<file path="src/rtl/mem_stage_access_unit_pkg.sv">
// Shared definitions for the MEM-stage data-memory access controller:
// FSM state encodings, the default timeout load word and a decode helper.
package mem_stage_access_unit_pkg;

  typedef enum logic [1:0] {
    ST_IDLE   = 2'd0,
    ST_ACCESS = 2'd1,
    ST_DONE   = 2'd2
  } mem_state_e;

  localparam logic [31:0] ERR_WORD_DEFAULT = 32'hDEAD_BEEF;

  // An instruction needs the data-memory port when it is valid and is a load or a store.
  function automatic logic is_mem_op(input logic valid, input logic rd, input logic wr);
    return valid & (rd | wr);
  endfunction

endpackage

</file>
<file path="src/rtl/mem_wait_timer.sv">
// Wait timer for the ACCESS state. Cleared outside ACCESS, counts while enabled,
// and flags expiry once the count reaches MAX_WAIT-1 (the last allowed wait cycle).
module mem_wait_timer #(
  parameter int MAX_WAIT = 16
) (
  input  logic clk,
  input  logic reset,
  input  logic clear,
  input  logic enable,
  output logic expired
);

  localparam int CNT_W = (MAX_WAIT > 2) ? $clog2(MAX_WAIT) : 1;
  localparam logic [CNT_W-1:0] LAST_CNT = CNT_W'(MAX_WAIT - 1);

  logic [CNT_W-1:0] count_q;
  logic [CNT_W-1:0] count_d;

  assign expired = (count_q == LAST_CNT);

  // Next count: clear wins, otherwise count up and hold once expired.
  always_comb begin
    count_d = count_q;
    if (clear) begin
      count_d = {CNT_W{1'b0}};
    end else if (enable && !expired) begin
      count_d = count_q + CNT_W'(1);
    end else begin
      count_d = count_q;
    end
  end

  // Count register with asynchronous active-low reset.
  always_ff @(posedge clk or negedge reset) begin
    if (!reset) begin
      count_q <= {CNT_W{1'b0}};
    end else begin
      count_q <= count_d;
    end
  end

endmodule

</file>
<file path="src/rtl/mem_stage_access_unit.sv">
// MEM-stage data-memory access controller. Non-memory instructions pass through
// with zero latency; loads/stores stall the upstream pipeline, run one req/ack
// transaction on the data-memory port (bounded by a wait timer) and then present
// the result to MEM/WB for exactly one cycle.
module mem_stage_access_unit
  import mem_stage_access_unit_pkg::*;
#(
  parameter int                    DATA_WIDTH = 32,
  parameter int                    ADDR_WIDTH = 32,
  parameter int                    MAX_WAIT   = 16,
  parameter logic [DATA_WIDTH-1:0] ERR_WORD   = DATA_WIDTH'(ERR_WORD_DEFAULT)
) (
  input  logic                  clk,
  input  logic                  reset,
  input  logic                  in_Valid,
  input  logic                  in_CtrlMemRead,
  input  logic                  in_CtrlMemWrite,
  input  logic [DATA_WIDTH-1:0] in_ALUResult,
  input  logic [DATA_WIDTH-1:0] in_WriteData,
  output logic                  out_Stall,
  output logic                  mem_req,
  output logic                  mem_we,
  output logic [ADDR_WIDTH-1:0] mem_addr,
  output logic [DATA_WIDTH-1:0] mem_wdata,
  input  logic [DATA_WIDTH-1:0] mem_rdata,
  input  logic                  mem_ack,
  output logic [DATA_WIDTH-1:0] out_MemoryData,
  output logic                  out_Valid,
  output logic                  out_MemError
);

  mem_state_e            state_q, state_d;
  logic [ADDR_WIDTH-1:0] addr_q, addr_d;
  logic [DATA_WIDTH-1:0] wdata_q, wdata_d;
  logic                  we_q, we_d;
  logic                  valid_q, valid_d;
  logic [DATA_WIDTH-1:0] data_q, data_d;
  logic                  err_q, err_d;

  logic                  acc_s;
  logic                  timer_clear_s;
  logic                  timer_en_s;
  logic                  timer_expired_s;
  logic                  stall_s;
  logic                  req_s;
  logic                  out_valid_s;
  logic [DATA_WIDTH-1:0] out_data_s;
  logic                  out_err_s;

  assign acc_s = is_mem_op(in_Valid, in_CtrlMemRead, in_CtrlMemWrite);

  mem_wait_timer #(
    .MAX_WAIT (MAX_WAIT)
  ) u_wait_timer (
    .clk     (clk),
    .reset   (reset),
    .clear   (timer_clear_s),
    .enable  (timer_en_s),
    .expired (timer_expired_s)
  );

  // FSM next state, request latches and MEM/WB output muxing.
  always_comb begin
    state_d       = state_q;
    addr_d        = addr_q;
    wdata_d       = wdata_q;
    we_d          = we_q;
    valid_d       = valid_q;
    data_d        = data_q;
    err_d         = err_q;
    timer_clear_s = 1'b1;
    timer_en_s    = 1'b0;
    stall_s       = 1'b0;
    req_s         = 1'b0;
    out_valid_s   = 1'b0;
    out_data_s    = {DATA_WIDTH{1'b0}};
    out_err_s     = 1'b0;

    case (state_q)
      ST_IDLE: begin
        if (acc_s) begin
          // Capture the request; write wins when both read and write are set.
          stall_s = 1'b1;
          state_d = ST_ACCESS;
          addr_d  = in_ALUResult[ADDR_WIDTH-1:0];
          wdata_d = in_WriteData;
          we_d    = in_CtrlMemWrite;
          valid_d = in_Valid;
          data_d  = {DATA_WIDTH{1'b0}};
          err_d   = 1'b0;
        end else begin
          out_valid_s = in_Valid;
        end
      end

      ST_ACCESS: begin
        req_s         = 1'b1;
        stall_s       = 1'b1;
        timer_clear_s = 1'b0;
        timer_en_s    = 1'b1;
        // A flush while stalled kills the result but not the bus transaction.
        valid_d       = valid_q & in_Valid;
        if (mem_ack) begin
          data_d  = we_q ? {DATA_WIDTH{1'b0}} : mem_rdata;
          err_d   = 1'b0;
          state_d = ST_DONE;
        end else if (timer_expired_s) begin
          data_d  = we_q ? {DATA_WIDTH{1'b0}} : ERR_WORD;
          err_d   = 1'b1;
          state_d = ST_DONE;
        end else begin
          state_d = ST_ACCESS;
        end
      end

      ST_DONE: begin
        out_valid_s = valid_q;
        out_data_s  = data_q;
        out_err_s   = err_q;
        state_d     = ST_IDLE;
      end

      default: begin
        state_d = ST_IDLE;
      end
    endcase
  end

  // State and request/result registers with asynchronous active-low reset.
  always_ff @(posedge clk or negedge reset) begin
    if (!reset) begin
      state_q <= ST_IDLE;
      addr_q  <= {ADDR_WIDTH{1'b0}};
      wdata_q <= {DATA_WIDTH{1'b0}};
      we_q    <= 1'b0;
      valid_q <= 1'b0;
      data_q  <= {DATA_WIDTH{1'b0}};
      err_q   <= 1'b0;
    end else begin
      state_q <= state_d;
      addr_q  <= addr_d;
      wdata_q <= wdata_d;
      we_q    <= we_d;
      valid_q <= valid_d;
      data_q  <= data_d;
      err_q   <= err_d;
    end
  end

  assign out_Stall      = stall_s;
  assign mem_req        = req_s;
  assign mem_we         = we_q;
  assign mem_addr       = addr_q;
  assign mem_wdata      = wdata_q;
  assign out_Valid      = out_valid_s;
  assign out_MemoryData = out_data_s;
  assign out_MemError   = out_err_s;

endmodule

</file>
<file path="config.mk">
export PLATFORM = sky130hd
export DESIGN_NAME = mem_stage_access_unit
export DESIGN_NICKNAME = d
export VERILOG_FILES = /design/src/rtl/mem_stage_access_unit_pkg.sv /design/src/rtl/mem_wait_timer.sv /design/src/rtl/mem_stage_access_unit.sv
export SDC_FILE = /design/constraint.sdc
export NUM_CORES = 1
export LEC_CHECK = 0
export BUFFER_PORTS_ARGS = -buffer_cell sky130_fd_sc_hd__buf_2
export CORE_ASPECT_RATIO = 1.25
export CORE_MARGIN = 8
export CORE_UTILIZATION = 35
export DETAILED_ROUTE_END_ITERATION = 8
export GPL_ROUTABILITY_DRIVEN = 0
export SKIP_LAST_GASP = 1
export SYNTH_ARGS = -nofsm -noshare
export SYNTH_HDL_FRONTEND = slang
export SYNTH_SLANG_ARGS = --single-unit
</file>
<file path="constraint.sdc">
create_clock -name clk -period 2.21 [get_ports clk]
set_input_delay 0.1105 -clock clk [delete_from_list [all_inputs] [get_ports clk]]
set_output_delay 0.1105 -clock clk [all_outputs]
set_load 0.02 [all_outputs]
</file>
==> impl_results.md, run 1 <==
- Outcome: finished clean
- Boundary Pins: 203
- Most frequent cell after synthesis: sky130_fd_sc_hd__dfrtp_1
- Multi-input combinational cell area: 1850 um2
- Synth Instances: 349
- Kind of path behind the tightest hold check: in -> reg
- Placement Rows: 48
- Unrepaired setup endpoints after global routing: no
- Power density relative to cell area: 1050 nW/um2
- Largest vdd supply drop: 555 uV
- Post-synthesis cell type count: 36
- Final-stage net count: 719
- Async set-or-reset flop fraction in the synthesized netlist: 100%
- Hold path startpoint: in_WriteData[20]
- Crit-path slowest cell: sky130_fd_sc_hd__dfrtp_1
- Number of synthesized register bits: 105
- Detailed Route Iter0 Violations: 195
- Simple-gate share of the synthesized area: 6.92%
- Clock transition at the registers of the reported paths: 0.07 ns
- Pleak: 3.55 nW
- Number of max-cap violations: 0
- Part of the cycle the worst path needs: 85.4%
- Number of global-route vias before repair: 4227
- Clock Root Buffer: sky130_fd_sc_hd__clkbuf_16
- Worst r2r dst: mem_addr[1]$_DFFE_PN0P_
- Setup crit start: state_q[0]$_DFFE_PN0P_
- Worst setup margin: 0.322 ns
- Main flop type after synthesis: sky130_fd_sc_hd__dfrtp_1
- Horizontal die dimension: 121 um
- Proportion of synthesized area in mux cells: 19.1%
- Synthesis warning total: 0
- Buffers added on ports: 202
- Cell breakdown of the critical path: or3b_4 > nor2_4 > buf_12 > mux2_2
- Data required time at the worst endpoint: 2.43 ns
- Syn_nets: 452
- Wire length of the first global-routing pass: 22100 um
- Combinational family with the most area after synthesis: multiplexers
- Number of gates given a new drive strength after cts: 0
- Maximum operating frequency: 530 MHz
- Clock tree buffer depth: 2
- Overflow left after global routing: 0
- Synth top cells by count: sky130_fd_sc_hd__dfrtp_1 (105), sky130_fd_sc_hd__mux2_4 (49), sky130_fd_sc_hd__and2_1 (33), sky130_fd_sc_hd__inv_1 (28), sky130_fd_sc_hd__a2111oi_0 (24)
- Post-Synth XOR/XNOR Area: 0.183%
- Layout cells sized above 1: 52.2%
- Final Hold Violating Endpoints: 0
- Final setup violation count: 0
- Largest net degree at the start of global routing: 50
- Count of fill cells added during filler insertion: 1190
- Critical path destination: mem_addr[1]$_DFFE_PN0P_
- Sequential-to-total area share from yosys stat: 54.8%
- Count of TritonRoute iterations in the first routing pass: 4
- Core area: 13600 um2
- Headroom to the max-slew limit: 48.3%
- Biggest area contributors in the synthesized netlist: sky130_fd_sc_hd__dfrtp_1 (55%), sky130_fd_sc_hd__mux2_4 (15%), sky130_fd_sc_hd__a2111oi_0 (4.4%)
- Synthesized-area fraction occupied by ao, oa, aoi and oai cells: 12.1%
- Adder and majority gate portion of the synthesized area: 0.261%
- Max-slew violations: 0
- Depth of the worst register-to-register path: 4
- Post-detail-place hpwl: 9340 um
- Effective utilization at floorplan: 35.3%
- Flop-to-flop setup slack: 0.32 ns
- Residual DRC: 0
- Routed wire per std cell: 17.0 um
- Hold buffer count at CTS: 63
- Area added between synthesis and finish: 46.1%
- Transition time of the tightest slew-check pin: 0.775 ns
- Summed negative setup slack over all endpoints: 0 ns
- Combined flip-flop and latch cell area: 2630 um2
- Number of antenna violations at the first check in global routing: 0
- Pre-CTS setup slack: 0.312 ns
- Worst-case clock skew: 0.00755 ns
- Synth top area share: 54.8%
- Number of vias after detailed routing: 3757
- Setup Fix Bufs, Post-CTS: 0
- Number of inserted diodes: 0
- Total routed wirelength: 13500 um
- Clock network latency to the later pin of the worst-skew pair: 0.34 ns
- Minimum clock period after layout: 1.89 ns
- Beginning of the worst register-to-register path: state_q[0]$_DFFE_PN0P_
- Total routing usage reported by global routing: 15.4%
- Crit path launch type: flip-flop
- Number of buffers created by CTS: 9
- CTS sink count: 105
- Area of the die: 17700 um2
- CP max stage delay: 0.43 ns
- Mean area per synthesized cell: 13.7 um2
- H-tree depth: 3
- Core occupancy in the finished layout: 51.6%
- Final ANT Viol Nets: 0
- Design area: 7010 um2
- Cell type with the highest aggregate area in the netlist: sky130_fd_sc_hd__dfrtp_1
- Height of the die: 147 um
- Summed instance area of the synthesized netlist: 4790 um2
- Type of the setup path with the least slack: reg -> reg
- Min-Delay Path Depth: 2
- Post-synth EDFFs: 0
- Vias per std cell: 4.73
- Cell area after placement: 5970 um2
- Peak fanout along the critical path: 28
- Worst path arrival time: 2.11 ns
- Overall power consumption: 7.36 mW
- TritonCTS clock tree: built
- Sort of element at the end of the critical path: flip-flop
## where the power goes
group          switching, mW  internal, mW
combinational           1.32          1.23
clock                  0.695          1.21
sequential             0.375          2.52
total                   2.39          4.97
## sequential cells by signal (all words and copies together), names as in the netlist
name,count
valid_q,1
err_q,1
mem_wdata,32
data_q,32
u_wait_timer.count_q,4
state_q,2
mem_we,1
mem_addr,32
## how the worst min path moves through the flow
stage / to / slack (ns)
after floorplan: data_q[0]$_DFFE_PN0P_ / -0.19
after global placement: data_q[12]$_DFFE_PN0P_ / 0.18
after detailed placement: data_q[12]$_DFFE_PN0P_ / 0.19
after CTS: mem_wdata[8]$_DFFE_PN0P_ / 0.001
after global routing: mem_addr[13]$_DFFE_PN0P_ / 0.0008
final: mem_wdata[20]$_DFFE_PN0P_ / 0.01
## layout make-up
type	instances	area share [%]
well taps	175	3.13
repair buffers	284	26.4
clock buffers	9	3.21
multi-input cells	188	26.4
flip-flops and latches	105	37.5
clock inverters	5	1.84
inverters	28	1.50
## worst max-delay path, delay by kind of cell (launching register included)
family | cells | cell delay (ns)
mux | 1 | 0.36
buf+inv | 1 | 0.25
flops | 1 | 0.43
simple gates | 2 | 0.70
## stage by stage
stage	hold slack [ns]	instances
3_5_place_dp	0.187	712
2_1_floorplan	-0.185	349
4_1_cts	0.00109	789
5_1_grt	0.000785	794
3_3_place_gp	0.184	712
6_report	0.0140	794
## cells in the final DEF (no fill, tap or decap), types with 2 or more instances in the layout
| cell | n |
|---|---|
| sky130_fd_sc_hd__dfrtp_1 | 105 |
| sky130_fd_sc_hd__a31oi_1 | 2 |
| sky130_fd_sc_hd__a2111oi_0 | 24 |
| sky130_fd_sc_hd__nor2_1 | 4 |
| sky130_fd_sc_hd__mux2_4 | 49 |
| sky130_fd_sc_hd__o21ai_0 | 3 |
| sky130_fd_sc_hd__mux2_2 | 15 |
| sky130_fd_sc_hd__inv_1 | 28 |
| sky130_fd_sc_hd__buf_4 | 11 |
| sky130_fd_sc_hd__buf_2 | 201 |
| sky130_fd_sc_hd__nand3_1 | 2 |
| sky130_fd_sc_hd__bufinv_16 | 4 |
| sky130_fd_sc_hd__dlygate4sd3_1 | 68 |
| sky130_fd_sc_hd__buf_12 | 4 |
| sky130_fd_sc_hd__nor3b_1 | 2 |
| sky130_fd_sc_hd__a32o_1 | 8 |
| sky130_fd_sc_hd__nand2_1 | 3 |
| sky130_fd_sc_hd__a31o_2 | 23 |
| sky130_fd_sc_hd__nand2b_1 | 2 |
| sky130_fd_sc_hd__clkbuf_16 | 9 |
| sky130_fd_sc_hd__and2_1 | 33 |
| sky130_fd_sc_hd__a21oi_1 | 2 |
## layer usage
layer	GRT usage (%)	vias up	wire, um
met2	26.2	145	6730
li1	-	1779	-
met5	0	-	0
met1	17.4	1818	5410
met4	5.39	0	235
met3	5.18	15	1100
## kinds of logic (layout without fill, tap and decap cells)
logic type	Yosys count	count (layout)
xor gates and xnor gates	1	1
AOI/OAI and AO/OA	68	68
adders and majority gates	1	1
DFF	105	105
muxes	65	65
buffers and inverters	56	326
and+or+nand+nor	53	53
Note: power is estimated with default switching activity, not from simulation.
==> run 2: changes to the inputs <==
--- a/config.mk
+++ b/config.mk
@@ -8,10 +8,13 @@
 export BUFFER_PORTS_ARGS = -buffer_cell sky130_fd_sc_hd__buf_2
 export CORE_ASPECT_RATIO = 1.25
 export CORE_MARGIN = 8
-export CORE_UTILIZATION = 35
+export CORE_UTILIZATION = 45
+export CTS_CLUSTER_DIAMETER = 200
 export DETAILED_ROUTE_END_ITERATION = 8
 export GPL_ROUTABILITY_DRIVEN = 0
+export PLACE_DENSITY = 0.77
 export SKIP_LAST_GASP = 1
 export SYNTH_ARGS = -nofsm -noshare
 export SYNTH_HDL_FRONTEND = slang
+export SYNTH_HIERARCHICAL = 1
 export SYNTH_SLANG_ARGS = --single-unit
==> run 2 against run 1 <==
  * Design area fell by 5.4%
  * Synthesized cell count fell by 2.0%
  * Power fell by 9.7%
  * Highest routed layer unchanged
  * First-iteration DRC count fell by 57%
  * Largest power group unchanged
  * Critical path depth did not move
  * Area after synthesis fell by 4.8%
  * Combinational power fell by 9.8%
  * Via count fell by 4.9%
  * Hold slack got worse by 0.0016 ns
  * Sequential power fell by 3%
  * Largest cell class unchanged
  * Global-route usage rose by 2.5 points
==> impl_results.md, run 2 <==
- Peak fanout along the critical path: 62
- Final setup violation count: 0
- Synthesis warning total: 6
- Number of buffers created by CTS: 9
- Worst path arrival time: 2.11 ns
- Type of the setup path with the least slack: reg -> reg
- Post-detail-place hpwl: 8440 um
- Depth of the worst register-to-register path: 4
- Worst hold slack across all endpoints: 0.0124 ns
- Synth Instances: 342
- Most frequent cell after synthesis: sky130_fd_sc_hd__dfrtp_1
- Flop-to-flop setup slack: 0.32 ns
- Kind of path behind the tightest hold check: in -> reg
- Biggest area contributors in the synthesized netlist: sky130_fd_sc_hd__dfrtp_1 (58%), sky130_fd_sc_hd__mux2_1 (12%), sky130_fd_sc_hd__mux2_2 (9.4%)
- Count of fill cells added during filler insertion: 763
- Routed wire per std cell: 16.4 um
- Global-route track usage on met3: 5.70%
- Overall power consumption: 6.64 mW
- Max-slew violations: 0
- H-tree depth: 3
- Met1 routing resource usage after global routing: 18.9%
- Setup crit start: state_q[1]$_DFFE_PN0P_
- Overflow left after global routing: 0
- Post-synth EDFFs: 0
- Height of the die: 129 um
- Number of antenna violations at the first check in global routing: 1
- Area of the die: 13600 um2
- Worst-case clock skew: 0.00752 ns
- Transition time of the tightest slew-check pin: 0.622 ns
- Syn_nets: 445
- Cell type with the highest aggregate area in the netlist: sky130_fd_sc_hd__dfrtp_1
- Headroom to the max-slew limit: 58.5%
- Synth top cells by count: sky130_fd_sc_hd__dfrtp_1 (105), sky130_fd_sc_hd__mux2_1 (50), sky130_fd_sc_hd__mux2_2 (38), sky130_fd_sc_hd__and2_1 (33), sky130_fd_sc_hd__a21oi_1 (27)
- Worst setup margin: 0.320 ns
- Synth top area share: 57.6%
- Power density relative to cell area: 1000 nW/um2
- Core area: 10000 um2
- Data required time at the worst endpoint: 2.43 ns
- Hold path startpoint: mem_rdata[8]
- Pleak: 3.41 nW
- Setup Fix Bufs, Post-CTS: 0
- Wire length of the first global-routing pass: 19600 um
- Final standard cell count with taps included and fillers excluded: 746
- Cell breakdown of the critical path: or3b_4 > nor2_4 > buf_12 > mux2_2
- Clock tree buffer depth: 2
- Placement Rows: 41
- Buffers added on ports: 202
- Crit-path slowest cell: sky130_fd_sc_hd__or3b_4
- Cell area after placement: 5690 um2
- Part of the cycle the worst path needs: 85.5%
- Number of gates given a new drive strength after cts: 0
- Number of vias after detailed routing: 3573
- Boundary Pins: 203
- Leading cell type in the layout, fill and taps excluded: sky130_fd_sc_hd__buf_2
- Mean area per synthesized cell: 13.3 um2
- Largest net degree at the start of global routing: 63
- Effective utilization at floorplan: 45.6%
- Main flop type after synthesis: sky130_fd_sc_hd__dfrtp_1
- Unrepaired setup endpoints after global routing: no
- Async set-or-reset flop fraction in the synthesized netlist: 100%
- Busiest grt layer: met2
- Global-route track usage on met2: 31.3%
- Design area: 6630 um2
- Combined flip-flop and latch cell area: 2630 um2
- Number of placed instances, taps included: 663
- Outcome: finished clean
- Beginning of the worst register-to-register path: state_q[1]$_DFFE_PN0P_
- Residual DRC: 0
- Sort of element at the end of the critical path: flip-flop
- CP max stage delay: 0.46 ns
- Post-synthesis cell type count: 38
- Total routed wirelength: 12200 um
- Detailed Route Iter0 Violations: 84
- TritonCTS clock tree: built
- Number of synthesized register bits: 105
- Summed instance area of the synthesized netlist: 4570 um2
- Final Hold Violating Endpoints: 0
- Layout cells sized above 1: 44.6%
- Maximum operating frequency: 529 MHz
- Minimum clock period after layout: 1.89 ns
- Total routing usage reported by global routing: 17.9%
- Commonest cells after routing, fill and taps aside: sky130_fd_sc_hd__buf_2 (201), sky130_fd_sc_hd__dfrtp_1 (105), sky130_fd_sc_hd__dlygate4sd3_1 (64), sky130_fd_sc_hd__mux2_1 (50), sky130_fd_sc_hd__mux2_2 (38)
- CTS sink count: 105
- Clock Root Buffer: sky130_fd_sc_hd__clkbuf_16
- Critical path destination: mem_wdata[30]$_DFFE_PN0P_
- Number of max-cap violations: 0
- Area added between synthesis and finish: 45.2%
- Count of TritonRoute iterations in the first routing pass: 4
- Multi-input combinational cell area: 1690 um2
- Core occupancy in the finished layout: 66.3%
- Worst r2r dst: mem_wdata[30]$_DFFE_PN0P_
- Crit path launch type: flip-flop
- Clock transition at the registers of the reported paths: 0.07 ns
- Clock network latency to the later pin of the worst-skew pair: 0.34 ns
- Horizontal die dimension: 106 um
- Vias per std cell: 4.79
- Final-stage net count: 712
- Number of global-route vias before repair: 3962
- Pre-CTS setup slack: 0.325 ns
- Final ANT Viol Nets: 0
- Sequential-to-total area share from yosys stat: 57.6%
- Summed negative setup slack over all endpoints: 0 ns
- Largest vdd supply drop: 684 uV
==> run 2: worst max-delay path, delay by kind of cell (launching register included) <==
kind	cells	cell delay, ns
flops	1	0.44
buf+inv	1	0.29
mux	1	0.39
simple gates	2	0.60
==> run 2: kinds of logic after synthesis <==
kind of cell    Yosys count  synth area share [%]
simple gates             59                  8.33
flops                   105                  57.6
compound gates           43                  6.08
mux                      90                  22.3
fa+ha+maj                 1                 0.274
buf+inv                  44                  5.51
==> run 2: what timing repair did <==
item / 4_1_cts / 5_1_grt
hold buffers: 64 / 0
hold endpoints to repair: 109 / 0
endpoints found under the setup margin: 0 / 0
==> run 2: power breakdown <==
part	switching (mW)	internal (mW)
Sequential	0.295	2.52
Clock	0.663	0.861
Combinational	1.31	0.987
==> run 2: final cells by class <==
cell class / instances / share of cell area [%]
diodes: 3 / 0.113
clock buffers: 13 / 4.08
clock inverters: 3 / 0.340
inverters: 26 / 1.47
multi-input cells: 193 / 25.5
flip-flops and latches: 105 / 39.6
well taps: 129 / 2.43
repair buffers: 274 / 26.4
==> run 2: how the worst min path moves through the flow <==
stage | end | slack [ns] | cells past startpoint
after CTS | data_q[14]$_DFFE_PN0P_ | 0.002 | 2
after detailed placement | mem_addr[20]$_DFFE_PN0P_ | 0.17 | 1
after floorplan | data_q[0]$_DFFE_PN0P_ | -0.19 | 0
final | data_q[8]$_DFFE_PN0P_ | 0.01 | 2
after global routing | mem_wdata[30]$_DFFE_PN0P_ | 0.01 | 2
after global placement | mem_addr[20]$_DFFE_PN0P_ | 0.17 | 1
==> run 2: metal layers <==
metal,wire length (um),vias up
met4,322,0
met3,973,21
met2,6340,142
li1,-,1705
met5,0,-
met1,4580,1705
==> run 3: changes to the inputs <==
--- a/config.mk
+++ b/config.mk
@@ -6,13 +6,15 @@
 export NUM_CORES = 1
 export LEC_CHECK = 0
 export BUFFER_PORTS_ARGS = -buffer_cell sky130_fd_sc_hd__buf_2
+export CELL_PAD_IN_SITES_DETAIL_PLACEMENT = 1
+export CELL_PAD_IN_SITES_GLOBAL_PLACEMENT = 2
 export CORE_ASPECT_RATIO = 1.25
 export CORE_MARGIN = 8
-export CORE_UTILIZATION = 45
+export CORE_UTILIZATION = 29
 export CTS_CLUSTER_DIAMETER = 200
 export DETAILED_ROUTE_END_ITERATION = 8
 export GPL_ROUTABILITY_DRIVEN = 0
-export PLACE_DENSITY = 0.77
+export PLACE_DENSITY_LB_ADDON = 0.1
 export SKIP_LAST_GASP = 1
 export SYNTH_ARGS = -nofsm -noshare
 export SYNTH_HDL_FRONTEND = slang
==> run 3 against run 2 <==
  * Utilization fell by 22 points
  * Hold slack barely moved
  * Setup slack lost 0.21 ns
  * Register-to-register slack worse by 0.21 ns
  * Non-clock buffer count is 11 higher
  * Sequential power barely moved
  * First-iteration DRC count is 3.6% higher
  * Sequential share of layout area is 1.6 points lower
  * Cell count up 12%
  * Critical path type unchanged
  * Critical endpoint is now data_q[31]$_DFFE_PN0P_
==> impl_results.md, run 3 (synthesized netlist as in run 2, its figures left out) <==
- Outcome: finished clean
- Core area: 15500 um2
- Clock tree buffer depth: 2
- Max-slew violations: 0
- Maximum operating frequency: 476 MHz
- Post-detail-place hpwl: 10200 um
- Buffers added on ports: 202
- Final Hold Violating Endpoints: 0
- Combined flip-flop and latch cell area: 2630 um2
- Beginning of the worst register-to-register path: state_q[1]$_DFFE_PN0P_
- Detailed Route Iter0 Violations: 87
- CP max stage delay: 0.64 ns
- Height of the die: 156 um
- Headroom to the max-slew limit: 48.6%
- Unrepaired setup endpoints after global routing: no
- Crit path launch type: flip-flop
- Power density relative to cell area: 1010 nW/um2
- Count of fill cells added during filler insertion: 1727
- Crit-path slowest cell: sky130_fd_sc_hd__o22ai_2
- Vias per std cell: 4.36
- Overflow left after global routing: 0
- Type of the setup path with the least slack: reg -> reg
- Setup Fix Bufs, Post-CTS: 0
- Count of TritonRoute iterations in the first routing pass: 4
- Critical path destination: data_q[31]$_DFFE_PN0P_
- Transition time of the tightest slew-check pin: 0.771 ns
- Number of global-route vias before repair: 4349
- Worst path arrival time: 2.33 ns
- Commonest cells after routing, fill and taps aside: sky130_fd_sc_hd__buf_2 (201), sky130_fd_sc_hd__dfrtp_1 (105), sky130_fd_sc_hd__dlygate4sd3_1 (72), sky130_fd_sc_hd__mux2_1 (50), sky130_fd_sc_hd__mux2_2 (38)
- Multi-input combinational cell area: 1710 um2
- Worst hold slack across all endpoints: 0.0124 ns
- Summed negative setup slack over all endpoints: 0 ns
- Number of buffers created by CTS: 9
- Depth of the worst register-to-register path: 3
- Sort of element at the end of the critical path: flip-flop
- Residual DRC: 0
- Final ANT Viol Nets: 0
- Worst r2r dst: data_q[31]$_DFFE_PN0P_
- Kind of path behind the tightest hold check: in -> reg
- Layout cells sized above 1: 44.7%
- Wire length of the first global-routing pass: 23200 um
- Leading cell type in the layout, fill and taps excluded: sky130_fd_sc_hd__buf_2
- Largest net degree at the start of global routing: 61
- CTS sink count: 105
- Clock transition at the registers of the reported paths: 0.07 ns
- H-tree depth: 3
- Number of vias after detailed routing: 3650
- Number of antenna violations at the first check in global routing: 1
- Largest vdd supply drop: 556 uV
- Min-Delay Path Depth: 2
- Final setup violation count: 0
- Number of gates given a new drive strength after cts: 0
- Worst-case clock skew: 0.00868 ns
- Area added between synthesis and finish: 51.4%
- Total routed wirelength: 14400 um
- Clock Root Buffer: sky130_fd_sc_hd__clkbuf_16
- Clock network latency to the later pin of the worst-skew pair: 0.34 ns
- Routed wire per std cell: 17.2 um
- Area of the die: 20000 um2
- Number of inserted diodes: 0
- Peak fanout along the critical path: 12
- Placement Rows: 51
- Effective utilization at floorplan: 29.4%
- Pleak: 3.48 nW
- Total routing usage reported by global routing: 14.7%
- Horizontal die dimension: 128 um
- Part of the cycle the worst path needs: 95.1%
- Data required time at the worst endpoint: 2.44 ns
- Number of max-cap violations: 0
- Cell breakdown of the critical path: or3b_4 > o22ai_2 > mux2_2
- Final-stage net count: 724
- TritonCTS clock tree: built
- Minimum clock period after layout: 2.10 ns
- Setup crit start: state_q[1]$_DFFE_PN0P_
- Flop-to-flop setup slack: 0.11 ns
- Boundary Pins: 203
==> run 3: final cells by class <==
class                   count  share of cell area [%]
flip-flops and latches    105                    38.0
repair buffers            285                    27.2
multi-input cells         194                    24.7
well taps                 212                    3.84
clock buffers              11                    3.66
inverters                  26                    1.41
clock inverters             5                    1.23
==> run 3: worst min path at each step <==
stage / startpoint / endpoint / slack (ns)
global route: in_ALUResult[23] / mem_addr[23]$_DFFE_PN0P_ / 0.007
detailed placement: reset / state_q[0]$_DFFE_PN0P_ / 0.05
CTS: mem_rdata[29] / data_q[29]$_DFFE_PN0P_ / 0.0002
floorplan: reset / data_q[0]$_DFFE_PN0P_ / -0.19
global placement: reset / data_q[31]$_DFFE_PN0P_ / 0.06
finish: in_ALUResult[23] / mem_addr[23]$_DFFE_PN0P_ / 0.01
==> run 3: through the flow <==
step | std cells | util, % | setup slack [ns] | total power, mW | area (um2)
6_report | 838 | 44.6 | 0.109 | 6.97 | 6910
5_1_grt | 838 | 44.6 | 0.0257 | 7.43 | 6910
4_1_cts | 836 | 44.4 | 0.0374 | 7.08 | 6890
3_5_place_dp | 749 | 37.7 | 0.0590 | 5.13 | 5840
3_3_place_gp | 749 | 37.7 | 0.114 | 5.07 | 5840
2_1_floorplan | 342 | - | 0.221 | 4.22 | 4570
==> run 3: critical path: cells and delay by family, from the launching register on <==
family	cells	cell delay [ns]
AO/OA/AOI/OAI	1	0.64
flip-flops	1	0.45
multiplexers	1	0.41
AND/OR/NAND/NOR	1	0.48
==> run 3: report_power, final <==
part	switching (mW)	internal [mW]	total, mW
logic	1.35	1.02	2.37
clock network	0.732	1.06	1.80
registers	0.288	2.52	2.80
total	2.37	4.60	6.97
==> run 3: layer usage <==
layer | share of wire [%] | global-route usage (%) | vias to the layer above
li1 | - | - | 1720
met1 | 37 | 15.4 | 1795
met2 | 52 | 26.0 | 121
met3 | 10 | 6.81 | 12
met4 | 0.90 | 3.75 | 2
met5 | 0.090 | 0 | -
==> run 3: what timing repair did <==
action                                  in CTS  in global routing
hold endpoints to repair                    93                  1
hold buffers                                71                  1
endpoints found under the setup margin       0                 24
